==> src/rtl/ack_arb_pkg.sv <==
`default_nettype none
// ============================================================================
//  Module      : ack_arb_pkg
//  Description : Shared types, constants and the round-robin pick helper for
//                the ack_arbiter slave-port scheduler.
//                  arb_state_t : access sequencer states
//                  ID_W        : transaction tag width
//                  MAX_NREQ    : upper bound on requester count
//                  rr_pick()   : first set request at/above a pointer
//  Revision    : 1.0  initial release
// ============================================================================
package ack_arb_pkg;

    localparam int ID_W     = 4;
    localparam int MAX_NREQ = 8;

    typedef enum logic [1:0] {
        IDLE  = 2'd0,
        GRANT = 2'd1,
        WAIT  = 2'd2,
        ACK   = 2'd3
    } arb_state_t;

    // Returns the index of the first set bit of req, searching upward from
    // ptr and wrapping at nreq. The result is only meaningful when req != 0.
    function automatic int rr_pick(input int req, input int ptr, input int nreq);
        int   j;
        int   pick;
        logic found;
        pick  = 0;
        found = 1'b0;
        j     = 0;
        for (int k = 0; k < MAX_NREQ; k++) begin
            if (k < nreq) begin
                j = ptr + k;
                if (j >= nreq) begin
                    j = j - nreq;
                end
                if (!found && req[j[4:0]]) begin
                    pick  = j;
                    found = 1'b1;
                end
            end
        end
        return pick;
    endfunction

endpackage : ack_arb_pkg
`default_nettype wire

==> src/rtl/rr_arbiter.sv <==
`default_nettype none
// ============================================================================
//  Module      : rr_arbiter
//  Description : Combinational round-robin selector. Picks the first active
//                request at or above the priority pointer, wrapping at NREQ.
//  Ports       : i_req   [NREQ]   request vector
//                i_ptr   [IDX_W]  priority pointer (highest-priority index)
//                o_gnt   [NREQ]   one-hot grant (zero when no request)
//                o_idx   [IDX_W]  binary index of the granted requester
//                o_valid          at least one request is active
//  Revision    : 1.0  initial release
// ============================================================================
module rr_arbiter
    import ack_arb_pkg::*;
#(
    parameter int NREQ  = 4,
    parameter int IDX_W = (NREQ > 1) ? $clog2(NREQ) : 1
) (
    input  logic [NREQ-1:0]  i_req,
    input  logic [IDX_W-1:0] i_ptr,
    output logic [NREQ-1:0]  o_gnt,
    output logic [IDX_W-1:0] o_idx,
    output logic             o_valid
);

    always_comb begin
        o_idx   = IDX_W'(rr_pick(int'(i_req), int'(i_ptr), NREQ));
        o_valid = |i_req;
        o_gnt   = '0;
        if (o_valid) begin
            o_gnt[o_idx] = 1'b1;
        end
    end

endmodule : rr_arbiter
`default_nettype wire

==> src/rtl/ack_arbiter.sv <==
`default_nettype none
// ============================================================================
//  Module      : ack_arbiter
//  Description : Shares one fixed-latency slave among NREQ masters. Round-
//                robin grant in IDLE, then GRANT -> WAIT (stage counter) ->
//                ACK, returning a tagged one-hot ack to the granted master.
//  Ports       : clk_i, rst_i (async, active high), ce_i (clock enable)
//                req_i/we_i [NREQ], id_i [4*NREQ]  master request side
//                gnt_o/ack_o [NREQ], cyc_o, we_o     slave/master strobes
//                rid_o/wid_o [4]                     completed read/write tag
//                busy_o                              sequencer not IDLE
//  Config      : `define ACK_ARB_LOCK_EN adds lock_i [NREQ]; a locked master
//                that re-requests on the clock after its ack keeps the grant.
//  Revision    : 1.0  initial release
// ============================================================================
module ack_arbiter
    import ack_arb_pkg::*;
#(
    parameter int NREQ         = 4,
    parameter int READ_STAGES  = 3,
    parameter int WRITE_STAGES = 0
) (
    input  logic                 clk_i,
    input  logic                 rst_i,
    input  logic                 ce_i,
    input  logic [NREQ-1:0]      req_i,
    input  logic [NREQ-1:0]      we_i,
    input  logic [ID_W*NREQ-1:0] id_i,
`ifdef ACK_ARB_LOCK_EN
    input  logic [NREQ-1:0]      lock_i,
`endif
    output logic [NREQ-1:0]      gnt_o,
    output logic                 cyc_o,
    output logic                 we_o,
    output logic [NREQ-1:0]      ack_o,
    output logic [ID_W-1:0]      rid_o,
    output logic [ID_W-1:0]      wid_o,
    output logic                 busy_o
);

    localparam int c_idx_w  = (NREQ > 1) ? $clog2(NREQ) : 1;
    localparam int c_max_st = (READ_STAGES > WRITE_STAGES) ? READ_STAGES : WRITE_STAGES;
    localparam int c_cnt_w  = (c_max_st > 0) ? $clog2(c_max_st + 1) : 1;

    localparam logic [c_cnt_w-1:0] c_rd_cnt = c_cnt_w'(READ_STAGES);
    localparam logic [c_cnt_w-1:0] c_wr_cnt = c_cnt_w'(WRITE_STAGES);
    localparam logic [c_cnt_w-1:0] c_cnt_one = c_cnt_w'(1);

    arb_state_t          r_state;
    logic [c_cnt_w-1:0]  r_cnt;
    logic [c_idx_w-1:0]  r_idx;
    logic [c_idx_w-1:0]  r_ptr;
    logic                r_we;
    logic [ID_W-1:0]     r_tag;
    logic [NREQ-1:0]     r_gnt;
    logic [NREQ-1:0]     r_ack;
    logic [ID_W-1:0]     r_rid;
    logic [ID_W-1:0]     r_wid;
`ifdef ACK_ARB_LOCK_EN
    logic                r_lock;
`endif

    logic [NREQ-1:0]     w_arb_gnt;
    logic [c_idx_w-1:0]  w_arb_idx;
    logic                w_arb_valid;
    logic                w_start;
    logic [c_idx_w-1:0]  w_sel_idx;
    logic [NREQ-1:0]     w_sel_gnt;
    logic                w_req_cur;
    logic [c_idx_w-1:0]  w_next_ptr;
    logic [c_cnt_w-1:0]  w_load;

    rr_arbiter #(
        .NREQ  (NREQ),
        .IDX_W (c_idx_w)
    ) u_rr (
        .i_req   (req_i),
        .i_ptr   (r_ptr),
        .o_gnt   (w_arb_gnt),
        .o_idx   (w_arb_idx),
        .o_valid (w_arb_valid)
    );

    // Request line of the master currently owning the slave port.
    assign w_req_cur  = req_i[r_idx];
    assign w_next_ptr = (int'(r_idx) == NREQ - 1) ? '0 : r_idx + 1'b1;
    assign w_load     = r_we ? c_wr_cnt : c_rd_cnt;

    // Grant source: normally the round-robin pick; a held lock bypasses
    // arbitration and re-serves the previous owner if it asks again.
    always_comb begin
        w_start   = w_arb_valid;
        w_sel_idx = w_arb_idx;
        w_sel_gnt = w_arb_gnt;
`ifdef ACK_ARB_LOCK_EN
        if (r_lock) begin
            w_start          = w_req_cur;
            w_sel_idx        = r_idx;
            w_sel_gnt        = '0;
            w_sel_gnt[r_idx] = 1'b1;
        end
`endif
    end

    always_ff @(posedge clk_i or posedge rst_i) begin
        if (rst_i) begin
            r_state <= IDLE;
            r_cnt   <= '0;
            r_idx   <= '0;
            r_ptr   <= '0;
            r_we    <= 1'b0;
            r_tag   <= '0;
            r_gnt   <= '0;
            r_ack   <= '0;
            r_rid   <= '0;
            r_wid   <= '0;
`ifdef ACK_ARB_LOCK_EN
            r_lock  <= 1'b0;
`endif
        end else if (ce_i) begin
            case (r_state)
                IDLE: begin
`ifdef ACK_ARB_LOCK_EN
                    r_lock <= 1'b0;
                    // Locked owner did not come back: hand priority onward.
                    if (r_lock && !w_req_cur) begin
                        r_ptr <= w_next_ptr;
                    end
`endif
                    if (w_start) begin
                        r_idx   <= w_sel_idx;
                        r_we    <= we_i[w_sel_idx];
                        r_tag   <= id_i[int'(w_sel_idx)*ID_W +: ID_W];
                        r_gnt   <= w_sel_gnt;
                        r_state <= GRANT;
                    end
                end

                GRANT: begin
                    if (!w_req_cur) begin
                        // Aborted before the slave answered: no ack.
                        r_gnt   <= '0;
                        r_we    <= 1'b0;
                        r_ptr   <= w_next_ptr;
                        r_state <= IDLE;
                    end else begin
                        r_cnt <= w_load;
                        if (w_load == '0) begin
                            r_ack   <= r_gnt;
                            if (r_we) r_wid <= r_tag;
                            else      r_rid <= r_tag;
                            r_state <= ACK;
                        end else begin
                            r_state <= WAIT;
                        end
                    end
                end

                WAIT: begin
                    if (!w_req_cur) begin
                        r_gnt   <= '0;
                        r_we    <= 1'b0;
                        r_ptr   <= w_next_ptr;
                        r_state <= IDLE;
                    end else if (r_cnt == c_cnt_one) begin
                        // Counter is left at 1; it is reloaded on next GRANT.
                        r_ack   <= r_gnt;
                        if (r_we) r_wid <= r_tag;
                        else      r_rid <= r_tag;
                        r_state <= ACK;
                    end else begin
                        r_cnt <= r_cnt - 1'b1;
                    end
                end

                ACK: begin
                    // Ack is held until the master withdraws its request.
                    if (!w_req_cur) begin
                        r_ack   <= '0;
                        r_gnt   <= '0;
                        r_we    <= 1'b0;
                        r_state <= IDLE;
`ifdef ACK_ARB_LOCK_EN
                        if (lock_i[r_idx]) r_lock <= 1'b1;
                        else               r_ptr  <= w_next_ptr;
`else
                        r_ptr   <= w_next_ptr;
`endif
                    end
                end

                default: begin
                    r_state <= IDLE;
                end
            endcase
        end
    end

    assign gnt_o  = r_gnt;
    assign ack_o  = r_ack;
    assign we_o   = r_we;
    assign rid_o  = r_rid;
    assign wid_o  = r_wid;
    assign busy_o = (r_state != IDLE);
    assign cyc_o  = (r_state != IDLE);

endmodule : ack_arbiter
`default_nettype wire

==> config.mk <==
export PLATFORM = sky130hd
export DESIGN_NAME = ack_arbiter
export DESIGN_NICKNAME = d
export VERILOG_FILES = /design/src/rtl/ack_arb_pkg.sv /design/src/rtl/rr_arbiter.sv /design/src/rtl/ack_arbiter.sv
export SDC_FILE = /design/constraint.sdc
export NUM_CORES = 1
export LEC_CHECK = 0
export CAP_MARGIN = 15
export CORE_UTILIZATION = 30
export DETAILED_ROUTE_END_ITERATION = 8
export HOLD_SLACK_MARGIN = 0.15
export SETUP_SLACK_MARGIN = 0.5
export SLEW_MARGIN = 20
export SYNTH_ARGS = -nofsm -noshare
export SYNTH_HDL_FRONTEND = slang
export SYNTH_SLANG_ARGS = --single-unit
==> constraint.sdc <==
create_clock -name clk_i -period 7.8 [get_ports clk_i]
set_input_delay 1.56 -clock clk_i [delete_from_list [all_inputs] [get_ports clk_i]]
set_output_delay 1.56 -clock clk_i [all_outputs]
set_load 0.03 [all_outputs]
Word level (Yosys, flattened, before mapping)
Cells that the tools add are included. Widths: inputs -> output; s select.

Register bits: 29. Input port bits: 27. Output and inout bits: 19. Logic and storage cells: 128.

$add $sub $neg: 9. Order comparisons: 11. Equality and inequality tests: 14. Shift operators: 1. Muxes and demuxes: 61. Bitwise gates (word level): 1. Reductions and logical operators: 21.

Operator list (number): $ge 32x4->1 const B (3); $mux 4 (16); $mux 2 (14); $lt 5x6->1 const B (4); $pmux 4 s2 (3); $bmux 1 s5 (4); $mux 5 (4); $shiftx 16x5->4 (1); $ne 2x2->1 const B (7); $mux 1 (13); $pmux 4 s3 (1); $sub 3x3->4 const B (3); $reduce_and 3->1 (3); $pmux 2 s4 (1); $reduce_and 7->1 (1); $add 2x2->3 const B (2); $eq 2x1->1 const B (3); $lt 2x3->1 const B (2); $reduce_and 6->1 (1); $reduce_and 5->1 (1); $bmux 1 s2 (2); $eq 2x2->1 const B (2); $logic_and 1x1->1 (4); $logic_not 2->1 (2); 18 further kinds (21).

Logic depth before layout (Yosys ltp)
Gate-level depths: netlist of the first run.

Word-level depth: 20. Depth in mapped cells: 10. Gate-level depth less buffers: 8.

Cells and area by module
A second synthesis of the first run with hierarchy kept.

Cell total of the unflattened synthesis: 153. Area total of the unflattened synthesis: 1780.5 µm².

By module, submodules not included: ack_arbiter (instances 1, cells an instance 109, area an instance 1460.2 µm², sequential area each 725.7 µm²); rr_arbiter (instances 1, cells an instance 44, area an instance 320.3 µm², sequential area each 0.0 µm²).

Least setup slack after synthesis of the first run
Ideal clock, no wire load.

Path type: input port to flip-flop. From: input req_i[3]. To: register r_we (netlist: we_o). Setup time: 0.121 ns. Data arrival time: 3.020 ns. Required time: 7.679 ns. Slack: 4.659 ns. Cell stages on the path: 7. Buffers on the path: 1. Path through: mux2i_1 or3_4 o311ai_4 buf_8 mux2i_1 mux2i_1 a22o_1.

Longest elaborated chain between the ends: 16. Elaborated cells on any way between the ends: 31. Classes of those cells: eq/ne: 2; mux: 21; reduce/logical: 8.

Ends and longest elaborated chain: start: declaration (RTL line ack_arbiter.sv:26) `input logic [NREQ-1:0] req_i,`; $bmux 1 s5 (RTL line ack_arb_pkg.sv:39) `if (!found && req[j[4:0]]) begin`; $mux 1 (not written as such) (RTL line ack_arb_pkg.sv:39); $mux 1 (RTL line ack_arb_pkg.sv:39); $logic_not 1->1 (RTL line ack_arb_pkg.sv:39); $logic_and 1x1->1 (RTL line ack_arb_pkg.sv:39); $mux 1 (RTL line ack_arb_pkg.sv:39); $logic_not 1->1 (RTL line ack_arb_pkg.sv:39); $logic_and 1x1->1 (RTL line ack_arb_pkg.sv:39); $mux 1 (RTL line ack_arb_pkg.sv:39); $logic_not 1->1 (RTL line ack_arb_pkg.sv:39); $logic_and 1x1->1 (RTL line ack_arb_pkg.sv:39); $mux 2 (RTL line ack_arb_pkg.sv:39); $bmux 1 s2 (RTL line ack_arbiter.sv:132) `r_we <= we_i[w_sel_idx];`; $mux 1 (not written as such) (RTL line ack_arbiter.sv:132); $mux 1 (RTL line ack_arbiter.sv:130) `if (w_start) begin`; $pmux 1 s2 (RTL line ack_arbiter.sv:121) `case (r_state)`; end signal: assignment (RTL line ack_arbiter.sv:132); end: declaration (RTL line ack_arbiter.sv:53) `logic r_we;`.

Several ways; a longest one is shown, not always the timed one. The select of a mux whose other input is x is not followed. A chain may end at the register's enable or synchronous reset.

Worst setup path after layout of the first run
Same ends and word-level chain as after synthesis.

==> results.ini, run 1 <==
[routing]
dr_total_vias = 1381
routedWlPerCell_um = 12.6
first_pass_iters = 4
vias_per_cell = 4.75
dr.first_iter.drc_count = 64
drc = 0
drtAntennaViolNets = 0
wirelength_um = 3660

[cts]
path_clk_slew_ns = 0.06
clock_path_buffers = 2
clockRootBuffer = clkbuf_8
cts_buffers = 5
cts_setup_buffers = 0
cts.hold.buffers_added = 0
htree_levels = 2
clk_latency_ns = 0.28
cts_tree = built
cts.sink_count = 29
post_cts_resize_count = 0

[final_layout]
nFillCells = 555
utilization_pct = 41.7
multi_input_area_um2 = 960
n_antenna_cell = 0
nNetsFinal = 251
drive_above_1_share_pct = 15.1
regArea_um2 = 726
syn_to_final_growth_pct = 31.1

[synthesis]
async_flop_share_pct = 100
synth_area_leaders = dfrtp_1 40%, mux2i_1 12%, mux2_2 10%
ys.flop_type = dfrtp_1
yosys.area.top_type = dfrtp_1
synth_edf_count = 0
synth_cell_type_count = 39
ys.warnings.count = 0
synthCells = 172
ys_ff_latch = 29
syn_area_mm2 = 0.00180
netlist_top_cells_count = 29 x dfrtp_1, 25 x nand2_1, 21 x mux2i_1
yosysMostFrequentCell = dfrtp_1
synthesis.nets = 205
synth.avg_cell_area_um2 = 10.4
synth-seq-area-share_pct = 40.4
synth_top_area_share_pct = 40.4

[sta]
max_slew_margin_pct = 47.7
clock_skew_ns = 0.00554
fin_ws_ns = 4.02
timing.hold.ws_ns = 0.501
setup_viol = 0
tightest_slew_ns = 0.783
finalSetupTns_ns = 0
fmax_mhz = 265
period_share_pct = 48.4
min_period_ns = 3.78
hold_viol = 0
rsz0062_at_grt = no
slew_violations = 0

[critical_path]
required_ns = 7.97
critical_path_class = in -> reg
crit_arrival_ns = 3.95
worstReg2RegEnd = we_o$_DFFE_PP0P_
worstSetupStartpointType = primary input
r2r_cells = 8
rrSetupSlack_ns = 4.60
cp_max_fo = 13
cp-end-kind = flop
r2r_start = r_ptr[0]$_DFFE_PP0P_

[global_route]
overflow = 0
grtUsageTotal_pct = 13.0
antenna_found_initial = 0
grt_pass1_wl_um = 6160
grt_pass1_vias = 1292
grt_start_max_net_pins = 30

[placement]
port_buffers = 45
place_ws_ns = 3.72
place_congestion = 0.838
dp_hpwl_um = 2800

[pwr]
powerDensity_mw_per_mm2 = 397
finalPower_uw = 933
leakage_nw = 1.05
peakVddDrop_uv = 157

[floorplanning]
pin_count = 46
die_w_um = 79.4
core_mm2 = 0.00564
dieArea_mm2 = 0.00630
floorplan.initialDensity_pct = 31.8
die-height_um = 79.4
rows = 27

[min_path]
hold_start = rid_o[0]$_DFFE_PP0P_
worstHoldPathCells = 1
hold_class = reg -> reg
min_to = rid_o[0]$_DFFE_PP0P_

[run_status]
run_status = finished clean

[job]
drv_cap = 0

## placed cells by master, fill, tap and decap left out, types with 2 or more instances in the layout
cell type        Yosys  routed
mux2i_1             21      21
a22o_1               2       2
a21oi_1              5       5
a32o_1               3       3
clkdlybuf4s50_1      0      45
mux2_2              16      16
o21ai_0              9       9
o21ai_1              3       3
nor2_1               7       7
nor3_1               2       2
a2111oi_0            2       2
ha_1                 6       6
and2_1               3       3
dfrtp_1             29      29
clkinv_2             0       2
inv_1               12      11
nand2_1             25      25
clkbuf_8             2       5
nor2b_1              3       3
## routing by layer
layer | global-route usage, % | wire length, µm | vias up
met5 | 0 | 0 | -
met1 | 17.8 | 1800 | 637
met3 | 3.33 | 161 | 5
li1 | - | - | 701
met4 | 5.45 | 70 | 0
met2 | 19.3 | 1630 | 38
## logic make-up (layout without fill, tap and decap cells)
family / Yosys count / count (layout) / synth area share [%]
mux: 38 / 38 / 23.0
compound gates: 32 / 32 / 13.1
buf+inv: 18 / 65 / 6.13
fa+ha+maj: 6 / 6 / 4.18
flops: 29 / 29 / 40.4
simple gates: 49 / 49 / 13.2
## final cells by class
class                   count  share of cell area (%)
clock inverters             2                   0.425
well taps                  72                    3.83
multi-input cells         125                    40.8
flip-flops and latches     29                    30.8
repair buffers             45                    19.1
inverters                  12                    1.91
clock buffers               6                    3.08
## power by group
part	internal, mW	total, mW	leakage [nW]	switching (mW)
Sequential	0.216	0.287	0.372	0.0712
Clock	0.0616	0.116	0.0450	0.0541
Combinational	0.252	0.530	0.630	0.278
Total	0.530	0.933	1.05	0.403
## how the worst max path moves through the flow
stage	to	slack (ns)	cells after the start	from
global route	we_o$_DFFE_PP0P_	3.83	7	req_i[3]
detailed placement	we_o$_DFFE_PP0P_	3.72	7	req_i[3]
floorplan	we_o$_DFFE_PP0P_	4.66	7	req_i[3]
global placement	we_o$_DFFE_PP0P_	3.78	7	req_i[3]
finish	we_o$_DFFE_PP0P_	4.02	7	req_i[3]
CTS	we_o$_DFFE_PP0P_	4.02	7	req_i[3]
## flip-flops by register name, summed over array words and instances (netlist names)
| name | cells |
|---|---|
| ack_o | 4 |
| we_o | 1 |
| rid_o | 4 |
| r_cnt | 2 |
| wid_o | 4 |
| gnt_o | 4 |
| r_ptr | 2 |
| r_idx | 2 |
| r_tag | 4 |
| r_state | 2 |
## worst max-delay path: stages
cell and delay [ns]:
clkdlybuf4s50_1 0.58, mux2i_1 0.13, or3_4 0.40, o311ai_4 0.70
mux2i_1 0.26, mux2i_1 0.09, a22o_1 0.22
## stage by stage
step,instances,cell area (µm²)
2_1_floorplan,172,1800
3_3_place_gp,283,2270
3_5_place_dp,283,2270
4_1_cts,291,2350
5_1_grt,291,2350
6_report,291,2350
Note: power is estimated with default switching activity, not from simulation.
==> inputs of run 2 (changes only) <==
==> constraint.sdc (replaced) <==
create_clock -name clk_i -period 3.2 [get_ports clk_i]
set_input_delay 0.64 -clock clk_i [delete_from_list [all_inputs] [get_ports clk_i]]
set_output_delay 0.64 -clock clk_i [all_outputs]
set_load 0.03 [all_outputs]
==> results.ini, run 2 (synthesized netlist as in run 1, its figures left out) <==
[routing]
wirelength_um = 3800
vias_per_cell = 4.73
first_pass_iters = 4
drc = 0
drtAntennaViolNets = 0
routedWlPerCell_um = 12.8
dr_total_vias = 1400
dr.first_iter.drc_count = 66

[floorplanning]
rows = 27
die_w_um = 79.4
pin_count = 46
dieArea_mm2 = 0.00630
floorplan.initialDensity_pct = 31.8
core_mm2 = 0.00564
die-height_um = 79.4

[pwr]
finalPower_mw = 2.36
peakVddDrop_uv = 457
powerDensity_mw_per_mm2 = 976
combPwrFrac_pct = 59.4
switching_share_pct = 43.1
leakage_nw = 1.08
clockPowerShare_pct = 12.3
seqPwrFrac_pct = 28.2
intPower_mw = 1.34
switchingPower_mw = 1.02

[critical_path]
crit_slowest_cell = clkdlybuf4s50_1
critical_path_class = in -> reg
critPathBufInv = 2
cp-end-kind = flop
required_ns = 3.37
worstSetupStartpointType = primary input
max_stage_delay_ns = 0.57
cp_max_fo = 13
crit_family = buffers and inverters
crit_top_cell = mux2i_1
crit_arrival_ns = 2.72
path_cells = clkdlybuf4s50_1 -> mux2i_1 -> or3_4 -> o311ai_4 -> buf_6 -> mux2i_1 -> mux2i_1 -> a22o_1

[cts]
cts.hold.buffers_added = 0
clockRootBuffer = clkbuf_8
clock_path_buffers = 2
htree_levels = 2
path_clk_slew_ns = 0.06
cts.sink_count = 29
cts_buffers = 5
cts_tree = built
clk_latency_ns = 0.27

[global_route]
grtUsageTotal_pct = 13.2
overflow = 0
grt_pass1_wl_um = 6330
antenna_found_initial = 0
grt_pass1_vias = 1288
grt_start_max_net_pins = 30

[sta]
hold_viol = 0
period_share_pct = 79.8
fin_ws_ns = 0.645
slew_violations = 0
fmax_mhz = 391
finalSetupTns_ns = 0
min_period_ns = 2.56
max_slew_margin_pct = 65.9
rsz0062_at_grt = no
setup_viol = 0
tightest_slew_ns = 0.506
clock_skew_ns = 0.00124

[final_layout]
most-common-layout-cells = 44 x clkdlybuf4s50_1, 28 x dfrtp_1, 25 x nand2_1
drive_above_1_share_pct = 17.9
nFillCells = 552
stdcell_count = 296
nNetsFinal = 256
n_antenna_cell = 0
final_common_cell = clkdlybuf4s50_1
syn_to_final_growth_pct = 34.5

[min_path]
hold_class = reg -> reg

[placement]
place_ws_ns = 0.268
place_inst = 286
dp_hpwl_um = 2950
place_congestion = 0.820
port_buffers = 45

[job]
drv_cap = 0

[run_status]
run_status = finished clean

## run 2: worst paths after layout
path                       cells past startpoint                    to                  from  slack, ns
min                                            1  wid_o[3]$_DFFE_PP0P_  wid_o[3]$_DFFE_PP0P_       0.51
max                                            8      we_o$_DFFE_PP0P_              req_i[1]       0.64
min reg2reg                                    1  wid_o[3]$_DFFE_PP0P_  wid_o[3]$_DFFE_PP0P_       0.51
max reg2reg                                    9      we_o$_DFFE_PP0P_  r_ptr[0]$_DFFE_PP0P_       0.70
max in group asynchronous                      3  r_ptr[1]$_DFFE_PP0P_                 rst_i       2.16
min in group asynchronous                      3  wid_o[0]$_DFFE_PP0P_                 rst_i       0.75
## run 2: cell type report
cell class | count | area (µm²) | area share (%)
multi-input cells | 125 | 972 | 40.3
clock inverters | 3 | 17.5 | 0.725
clock buffers | 5 | 68.8 | 2.85
flip-flops and latches | 29 | 727 | 30.1
well taps | 72 | 90.1 | 3.73
inverters | 12 | 45.0 | 1.87
repair buffers | 50 | 494 | 20.5
## run 2: timing repair
action                     in CTS  in global routing
buffers inserted                0                  2
setup endpoints to repair       5                  5
resized for setup               3                  3
gates cloned                    0                  0
## run 2: per-stage QoR
step	hold WS [ns]	cell area [µm²]	utilization (%)
4_1_cts	0.512	2390	42.3
6_report	0.508	2410	42.8
3_3_place_gp	0.490	2290	40.7
3_5_place_dp	0.497	2290	40.7
5_1_grt	0.526	2410	42.8
2_1_floorplan	0.467	1800	-
## run 2: power groups by stage
stage	registers [mW]	clock network, mW	logic (mW)
4_1_cts	0.684	0.301	1.36
3_5_place_dp	0.689	0	1.35
5_1_grt	0.696	0.320	1.52
2_1_floorplan	0.803	0	0.863
6_report	0.665	0.291	1.40
3_3_place_gp	0.689	0	1.33
## run 2: metal layers
layer  GRT usage, %  vias to the layer above  part of all wire (%)
li1               -                      710                     -
met1           18.1                      632                    50
met2           20.4                       53                    44
met3           1.84                        5                   4.6
met4           6.00                        0                   1.7
met5              0                        -                     0
==> inputs of run 3 (changes only) <==
==> constraint.sdc (replaced) <==
create_clock -name clk_i -period 2.2 [get_ports clk_i]
set_input_delay 0.44 -clock clk_i [delete_from_list [all_inputs] [get_ports clk_i]]
set_output_delay 0.44 -clock clk_i [all_outputs]
set_load 0.03 [all_outputs]
==> results.ini, run 3 (synthesized netlist as in run 1, its figures left out) <==
[pwr]
switching_share_pct = 43.6
seqPwrFrac_pct = 24.6
intPower_mw = 2.27
powerDensity_mw_per_mm2 = 1460
clockPowerShare_pct = 10.8
leakage_nw = 1.33
switchingPower_mw = 1.75
peakVddDrop_uv = 578
combPwrFrac_pct = 64.6
finalPower_mw = 4.02

[sta]
tightest_slew_ns = 0.587
setup_viol = 9
finalSetupTns_ns = -0.755
fmax_mhz = 426
rsz0062_at_grt = yes
min_period_ns = 2.35
slew_violations = 0
period_share_pct = 107
fin_ws_ns = -0.146
hold_viol = 0
max_slew_margin_pct = 60.5
clock_skew_ns = 0.00516

[global_route]
grt_start_max_net_pins = 30
antenna_found_initial = 0
grt_pass1_vias = 1500
overflow = 0
grtUsageTotal_pct = 15.2
grt_pass1_wl_um = 7160

[final_layout]
final_common_cell = dfrtp_1
drive_above_1_share_pct = 37.7
syn_to_final_growth_pct = 53.6
nFillCells = 539
most-common-layout-cells = 26 x dfrtp_1, 23 x nand2_1, 22 x clkdlybuf4s50_1
multi_input_area_mm2 = 0.00115
utilization_pct = 48.9
regArea_um2 = 729
n_antenna_cell = 0
nNetsFinal = 279

[cts]
cts.sink_count = 29
htree_levels = 2
cts.hold.buffers_added = 0
clockRootBuffer = clkbuf_8
cts_tree = built
path_clk_slew_ns = 0.07
clk_latency_ns = 0.29
clock_path_buffers = 2
cts_buffers = 5

[placement]
port_buffers = 45
place_congestion = 0.840
dp_hpwl_um = 3090

[routing]
drtAntennaViolNets = 0
dr_total_vias = 1517
vias_per_cell = 4.76
routedWlPerCell_um = 13.6
wl_met1_um = 1990
wirelength_um = 4350
top_layer_used = met4
dr.first_iter.drc_count = 65
drc = 0
wl_met2_um = 2100
wl_met3_um = 167
first_pass_iters = 4

[floorplanning]
pin_count = 46
die-height_um = 79.4
rows = 27
core_mm2 = 0.00564
die_w_um = 79.4
floorplan.initialDensity_pct = 31.8
dieArea_mm2 = 0.00630

[min_path]
hold_start = rid_o[2]$_DFFE_PP0P_
hold_class = reg -> reg

[job]
drv_cap = 0

[run_status]
run_status = finished, violations left
violations = setup timing

[critical_path]
crit_start = r_ptr[1]$_DFFE_PP0P_
r2r_start = r_ptr[1]$_DFFE_PP0P_
critical_path_class = reg -> reg
crit_arrival_ns = 2.52
cp_max_fo = 5
path_cells = buf_6 -> ha_4 -> and2b_2 -> or3_4 -> o311ai_4 -> buf_6 -> mux2i_1 -> mux2i_1 -> a22o_1
cp-end-kind = flop
crit_family = simple AND/OR/NAND/NOR gates
worstSetupStartpointType = flop
max_stage_delay_ns = 0.41
critPathBufInv = 2
required_ns = 2.38
crit_slowest_cell = dfrtp_1

==> run 3: changes by cell type in the layout (fill, tap and decap cells not counted), sizes merged <==
cell	before	now
dlygate4sd2	0	17
buf	5	34
dlymetal6s2s	1	0
clkdlybuf4s50	44	22
==> run 3: metal layers <==
metal	up-vias	GRT usage, %
met5	-	0
met4	0	8.55
met3	7	3.33
met2	37	24.1
met1	710	19.1
li1	763	-
==> run 3: cell type report <==
| type | count | area share, % |
|---|---|---|
| Multi-Input combinational cell | 125 | 41.9 |
| Sequential cell | 29 | 26.5 |
| Timing Repair Buffer | 73 | 23.5 |
| Tap cell | 72 | 3.27 |
| Clock buffer | 5 | 2.50 |
| Inverter | 12 | 1.81 |
| Clock inverter | 3 | 0.635 |
==> run 3: power groups by stage <==
stage,Combinational (mW),Sequential [mW],Clock (mW)
finish,2.60,0.986,0.435
detailed placement,2.28,0.986,0
global placement,2.25,0.982,0
global route,2.81,1.02,0.478
CTS,2.43,0.982,0.446
floorplan,1.33,1.17,0
==> run 3: worst paths after layout <==
check                                       end  slack (ns)  depth (start not counted)
max reg2reg                    we_o$_DFFE_PP0P_       -0.15                          9
min reg2reg                rid_o[2]$_DFFE_PP0P_        0.51                          1
min                        rid_o[2]$_DFFE_PP0P_        0.51                          1
max                            we_o$_DFFE_PP0P_       -0.15                          9
max in group asynchronous  r_ptr[0]$_DFFE_PP0P_        1.38                          3
min in group asynchronous  rid_o[3]$_DFFE_PP0P_        0.52                          3
==> run 3: repair_timing <==
action,in CTS,in global routing
pin swaps,5,4
endpoints found under the setup margin,48,25
gates resized for setup,69,21
buffers inserted,3,2
==> run 3: worst register-to-register path, delay by kind of cell, from the launching register on <==
kind / cells / cell delay [ns]
and+or+nand+nor: 2 / 0.62
AOI/OAI and AO/OA: 2 / 0.46
adders and majority gates: 1 / 0.14
muxes: 2 / 0.29
buffers and inverters: 2 / 0.31
DFF: 1 / 0.41
==> run 3: stage by stage <==
stage / std cells / setup slack [ns] / area [µm²] / hold WS, ns
global route: 319 / -0.229 / 2760 / 0.527
global placement: 306 / -0.324 / 2490 / 0.500
CTS: 317 / -0.119 / 2670 / 0.511
floorplan: 172 / -0.186 / 1840 / 0.471
finish: 319 / -0.146 / 2760 / 0.507
detailed placement: 306 / -0.396 / 2490 / 0.500
